--- src/rtl/cache_request_issuer.sv ---
// cache_request_issuer: requester-side endpoint of the cache bank access
// protocol. Queues core loads/stores, drives them onto the network link one
// at a time, waits for the matching read response, and retries a bounded
// number of times before reporting an error back to the core.
module cache_request_issuer #(
  parameter int DATA_WIDTH               = 32,
  parameter int CACHE_BANK_ADDRESS_WIDTH = 8,
  parameter int NETWORK_ADDRESS_WIDTH    = 4,
  parameter logic [NETWORK_ADDRESS_WIDTH-1:0] MY_ADDR = 4'h5,
  parameter int QUEUE_DEPTH              = 4,
  parameter int TIMEOUT                  = 16,
  parameter int MAX_RETRY                = 2
) (
  input  logic                                clk,
  input  logic                                reset,
  input  logic                                req_valid,
  output logic                                req_ready,
  input  logic                                req_write,
  input  logic [CACHE_BANK_ADDRESS_WIDTH-1:0] req_bank_addr,
  input  logic [NETWORK_ADDRESS_WIDTH-1:0]    req_dest,
  input  logic [DATA_WIDTH-1:0]               req_wdata,
  output logic                                rsp_valid,
  output logic [DATA_WIDTH-1:0]               rsp_rdata,
  output logic                                rsp_error,
  output logic                                busy,
  output logic [CACHE_BANK_ADDRESS_WIDTH-1:0] cacheAddressOut,
  output logic [NETWORK_ADDRESS_WIDTH-1:0]    destAddressOut,
  output logic [NETWORK_ADDRESS_WIDTH-1:0]    requesterAddressOut,
  output logic                                memReadOut,
  output logic                                memWriteOut,
  output logic [DATA_WIDTH-1:0]               dataOut,
  input  logic                                net_ready,
  input  logic                                readReadyIn,
  input  logic [NETWORK_ADDRESS_WIDTH-1:0]    requesterAddressIn,
  input  logic [DATA_WIDTH-1:0]               dataIn
);

  localparam int PTR_W   = $clog2(QUEUE_DEPTH);
  localparam int TIMER_W = $clog2(TIMEOUT);
  localparam int RETRY_W = $clog2(MAX_RETRY + 2);

  typedef enum logic [1:0] {IDLE, ISSUE, WAIT_RSP} state_t;

  typedef struct packed {
    logic                                write;
    logic [CACHE_BANK_ADDRESS_WIDTH-1:0] bank;
    logic [NETWORK_ADDRESS_WIDTH-1:0]    dest;
    logic [DATA_WIDTH-1:0]               data;
  } entry_t;

  entry_t             fifo_mem [QUEUE_DEPTH];
  logic [PTR_W-1:0]   wr_ptr;
  logic [PTR_W-1:0]   rd_ptr;
  logic [PTR_W:0]     count;
  logic               empty;
  logic               push;
  entry_t             head;

  state_t             state;
  state_t             next_state;
  logic [TIMER_W-1:0] timer;
  logic [RETRY_W-1:0] retry_count;

  logic               do_pop;
  logic               do_accept;
  logic               do_retry;
  logic               do_match;
  logic               do_error;
  logic               rsp_match;

  assign empty               = (count == '0);
  assign req_ready           = (count != (PTR_W+1)'(QUEUE_DEPTH));
  assign push                = req_valid && req_ready;
  assign head                = fifo_mem[rd_ptr];
  assign busy                = (state != IDLE) || !empty;
  assign requesterAddressOut = MY_ADDR;
  assign rsp_match           = readReadyIn && (requesterAddressIn == MY_ADDR);

  // Request storage; contents need no reset since count gates every read.
  always_ff @(posedge clk) begin
    if (push) begin
      fifo_mem[wr_ptr] <= '{write: req_write, bank: req_bank_addr,
                            dest: req_dest, data: req_wdata};
    end
  end

  // FIFO pointers and occupancy; a pop and push in the same cycle keep count.
  always_ff @(posedge clk) begin
    if (reset) begin
      wr_ptr <= '0;
      rd_ptr <= '0;
      count  <= '0;
    end else begin
      if (push)   wr_ptr <= wr_ptr + PTR_W'(1);
      if (do_pop) rd_ptr <= rd_ptr + PTR_W'(1);
      case ({push, do_pop})
        2'b10:   count <= count + (PTR_W+1)'(1);
        2'b01:   count <= count - (PTR_W+1)'(1);
        default: count <= count;
      endcase
    end
  end

  // State register.
  always_ff @(posedge clk) begin
    if (reset) state <= IDLE;
    else       state <= next_state;
  end

  // Next-state logic and one-cycle action strobes for the datapath.
  always_comb begin
    next_state = state;
    do_pop     = 1'b0;
    do_accept  = 1'b0;
    do_retry   = 1'b0;
    do_match   = 1'b0;
    do_error   = 1'b0;
    case (state)
      IDLE: begin
        if (!empty) begin
          do_pop     = 1'b1;
          next_state = ISSUE;
        end
      end
      ISSUE: begin
        if (net_ready) begin
          do_accept  = 1'b1;
          next_state = memWriteOut ? IDLE : WAIT_RSP;
        end
      end
      WAIT_RSP: begin
        if (rsp_match) begin
          do_match   = 1'b1;
          next_state = IDLE;
        end else if (timer == TIMER_W'(TIMEOUT - 1)) begin
          if (retry_count < RETRY_W'(MAX_RETRY)) begin
            do_retry   = 1'b1;
            next_state = ISSUE;
          end else begin
            do_error   = 1'b1;
            next_state = IDLE;
          end
        end
      end
      default: next_state = IDLE;
    endcase
  end

  // Response timer runs only while staying in WAIT_RSP; retry count spans one load.
  always_ff @(posedge clk) begin
    if (reset) begin
      timer       <= '0;
      retry_count <= '0;
    end else begin
      if (state == WAIT_RSP && next_state == WAIT_RSP) timer <= timer + TIMER_W'(1);
      else                                              timer <= '0;
      if (do_match || do_error) retry_count <= '0;
      else if (do_retry)        retry_count <= retry_count + RETRY_W'(1);
    end
  end

  // Link-side request registers and core-side response registers.
  always_ff @(posedge clk) begin
    if (reset) begin
      cacheAddressOut <= '0;
      destAddressOut  <= '0;
      dataOut         <= '0;
      memReadOut      <= 1'b0;
      memWriteOut     <= 1'b0;
      rsp_valid       <= 1'b0;
      rsp_error       <= 1'b0;
      rsp_rdata       <= '0;
    end else begin
      rsp_valid <= 1'b0;
      rsp_error <= 1'b0;
      if (do_pop) begin
        cacheAddressOut <= head.bank;
        destAddressOut  <= head.dest;
        dataOut         <= head.data;
        memWriteOut     <= head.write;
        memReadOut      <= !head.write;
      end
      if (do_accept) begin
        memReadOut  <= 1'b0;
        memWriteOut <= 1'b0;
      end
      if (do_retry) memReadOut <= 1'b1;
      if (do_match) begin
        rsp_valid <= 1'b1;
        rsp_rdata <= dataIn;
      end
      if (do_error) begin
        rsp_valid <= 1'b1;
        rsp_error <= 1'b1;
        rsp_rdata <= '0;
      end
    end
  end

endmodule

--- config.mk ---
export PLATFORM = sky130hd
export DESIGN_NAME = cache_request_issuer
export DESIGN_NICKNAME = d
export VERILOG_FILES = /design/src/rtl/cache_request_issuer.sv
export SDC_FILE = /design/constraint.sdc
export NUM_CORES = 1
export LEC_CHECK = 0
export CORE_ASPECT_RATIO = 0.8
export CORE_MARGIN = 8
export CORE_UTILIZATION = 55
export CTS_CLUSTER_SIZE = 28
export DETAILED_ROUTE_END_ITERATION = 10
export PLACE_DENSITY = 0.91
export SYNTH_ARGS = -nofsm -noshare
export SYNTH_HDL_FRONTEND = slang
export SYNTH_SLANG_ARGS = --single-unit
export TNS_END_PERCENT = 20
--- constraint.sdc ---
create_clock -name clk -period 4.6 [get_ports clk]
set_input_delay 0.69 -clock clk [delete_from_list [all_inputs] [get_ports clk]]
set_output_delay 0.69 -clock clk [all_outputs]
set_load 0.1 [all_outputs]
==> reports/results.ini <==
[run_status]
status = completed

[synthesis]
synth_top_family_by_area = multiplexers
ys_ff_latch = 277
synthesis.area_um2 = 10140
synth_common_cells = edfxtp_1 (180), nand2_1 (156), dfxtp_1 (97), a21oi_1 (81), mux4_2 (45)
yosysMostFrequentCell = edfxtp_1
synthArstFlopShare_pct = 0
yosys.area_share.simple_pct = 8.292
netlist_top_cells_area = edfxtp_1 (53%), dfxtp_1 (19%), mux4_2 (10%)
yosysWarnings = 0
synth_edf_count = 180
yosys_most_used_dff = edfxtp_1
netlist.area_leader.share_pct = 53.31
netlist_instances = 682
synthAdderAreaFrac_pct = 0.9378
ys_seq_area_share_pct = 72.46
muxShareOfSynthArea_pct = 9.995
synthXorXnorAreaFrac_pct = 0.6910
netlist.top_cell.by_area = edfxtp_1
synth_compound_area_share_pct = 4.738
syn_avg_cell_area_um2 = 14.87
ys_types = 38

[sta]
setup_viol_count_final = 0
tns_ns = 0
worst_pin_slew_ns = 1.256
final_hold_viol_count = 0
max_slew_margin_pct = 16.26
post-route-worst-setup-slack_ns = 1.537
fin_skew_ns = 0.01044
slew_violations = 0
fin_crit_sh_pct = 66.60
max_freq_ghz = 0.3264
fin_crit_ns = 3.063
rsz0062_at_grt = false

[placed_design]
dp_slack_ns = 1.754
dp_hpwl_um = 14560
place_congestion = 0.8349
io_buffers = 167

[setup_path]
cp_num_buf_inv = 1
worstSetupEndpointType = primary output
crit_type = flip-flop to primary output
startpoint = count[2]$_SDFFE_PP0P_
crit_family = buffers and inverters
rrSetupSlack_ns = 1.82
regToRegEndpoint = count[2]$_SDFFE_PP0P_
critPathMaxFanout = 6
cp.required_ns = 3.91
path_cells = or3b_1 > clkdlybuf4s50_1
critical_path.max_stage_delay_ns = 1.04
crit_slowest_cell = clkdlybuf4s50_1
rr_startpoint = state[0]$_SDFF_PP0_
arrival_ns = 2.37
worstRegToRegCells = 9
worst_setup_path_start_kind = flip-flop

[drt]
antenna_left = 0
routed_wl_um = 23650
drc = 0
wire_per_inst_um = 21.66
drt_iter0_drc = 622
drt-pass1-iter-count = 5
via_per_inst = 5.637
vias = 6156

[hold_path]
worstHoldEndpoint = timer[0]$_SDFF_PP0_
min_path_type = flip-flop to flip-flop
hold-path-cell-count = 1
min_from = timer[0]$_SDFF_PP0_

[grt]
grt_pass1_vias = 6457
antenna_found_initial = 2
track_usage_pct = 20.36
grt_max_degree = 60
grt_pass1_wl_um = 36390
gr-total-overflow = 0

[clock_tree]
cts_tree = yes
cts.sinks = 277
cts_setup_buffers = 0
clock_latency_ns = 0.53
cts_resized = 0
cts_htree_levels = 1
cts.hold.buffers_added = 0
path_clk_slew_ns = 0.06
clock-root-buffer = clkbuf_16
cts_made_buffers = 26
clockBufferDepth = 3

[finish]
drive_above_1_share_pct = 11.72
area_delta_synth_final_pct = 26.06
diodes = 0
final_nets = 935
fillCellCount = 1138

[power_and_ir_drop]
pwr_density_cell_nw_per_um2 = 669.6
p_leak_nw = 4.211
ir_drop_v = 0.0006924

[floorplan]
die_h_um = 137.4
top_level_ports = 172
core-area_um2 = 18110
initial_core_util_pct = 55.98
die_w_um = 167.8
die-area_um2 = 23060
num_rows = 44

[job]
drv_cap = 0

-- worst max-delay path by stage --
stage,to,slack [ns],depth (start not counted)
finish,req_ready,1.54,2
global route,req_ready,1.46,2
CTS,req_ready,1.52,2
detailed placement,retry_count[0]$_SDFFE_PP0P_,1.75,5
global placement,retry_count[0]$_SDFFE_PP0P_,1.85,5
floorplan,fifo_mem[0][0]$_DFFE_PP_,1.80,2
-- cell families after synthesis --
family	count (synthesis)
other	2
adder cells (fa/ha/maj)	7
AND/OR/NAND/NOR	203
buffers and inverters	50
XOR/XNOR	8
flip-flops	277
AO/OA/AOI/OAI	90
multiplexers	45
-- registers in the layout (all words and copies together), names as in the netlist, named ones only --
register,flops
memWriteOut,1
dataOut,32
rd_ptr,2
state,2
rsp_valid,1
memReadOut,1
timer,4
rsp_rdata,32
count,3
fifo_mem,180
cacheAddressOut,8
retry_count,2
wr_ptr,2
rsp_error,1
destAddressOut,4
-- power breakdown --
part | total (mW) | switching [mW] | internal (mW)
combinational | 3.02 | 2.20 | 0.824
clock | 2.23 | 0.903 | 1.33
sequential | 3.31 | 0.247 | 3.06
-- area by class of cell --
type                       instances  area, um2  share of cell area (%)
sequential                       277       7352                   57.52
multi-input combinational        357       2520                   19.71
timing repair buffer             171       1697                   13.27
clock buffer                      33      676.9                   5.296
tap                              230      287.8                   2.251
clock inverter                    15      215.2                   1.684
inverter                           9      33.78                  0.2643
-- per-stage QoR --
stage	power (mW)	hold WS (ns)	std cells	cell area (um2)	util (%)
4_1_cts	8.618	0.4523	1092	12780	70.57
6_report	8.559	0.4501	1092	12780	70.57
3_5_place_dp	6.366	0.4435	1044	11890	65.65
5_1_grt	8.872	0.4662	1092	12780	70.57
2_1_floorplan	5.645	0.4176	684	10150	-
3_3_place_gp	6.294	0.4346	1044	11890	65.65
-- per-layer routing --
layer  GRT usage, %  wire (um)  vias up
met2          36.08      11700      274
met3          5.756       2247       40
met4          4.701        451        4
met5              0         20        -
li1               -          -     2798
met1          24.57       9230     3040
-- cells in the final DEF (no fill, tap or decap), types with 4 or more instances in the layout --
| cell | Yosys | final |
|---|---|---|
| clkdlybuf4s50_1 | 0 | 166 |
| and3_2 | 0 | 4 |
| conb_1 | 2 | 4 |
| dfxtp_1 | 97 | 95 |
| bufinv_16 | 0 | 5 |
| xor2_1 | 5 | 5 |
| nor2_1 | 18 | 18 |
| clkbuf_16 | 0 | 26 |
| clkbuf_1 | 11 | 7 |
| inv_1 | 7 | 7 |
| buf_4 | 9 | 4 |
| ha_1 | 6 | 6 |
| clkinv_2 | 0 | 4 |
| mux4_2 | 45 | 45 |
| edfxtp_1 | 180 | 180 |
| a21oi_1 | 81 | 81 |
| nand2_1 | 156 | 156 |
| nand3_1 | 5 | 5 |
| nand2b_1 | 4 | 4 |
Power figures use the tool's default switching activity.
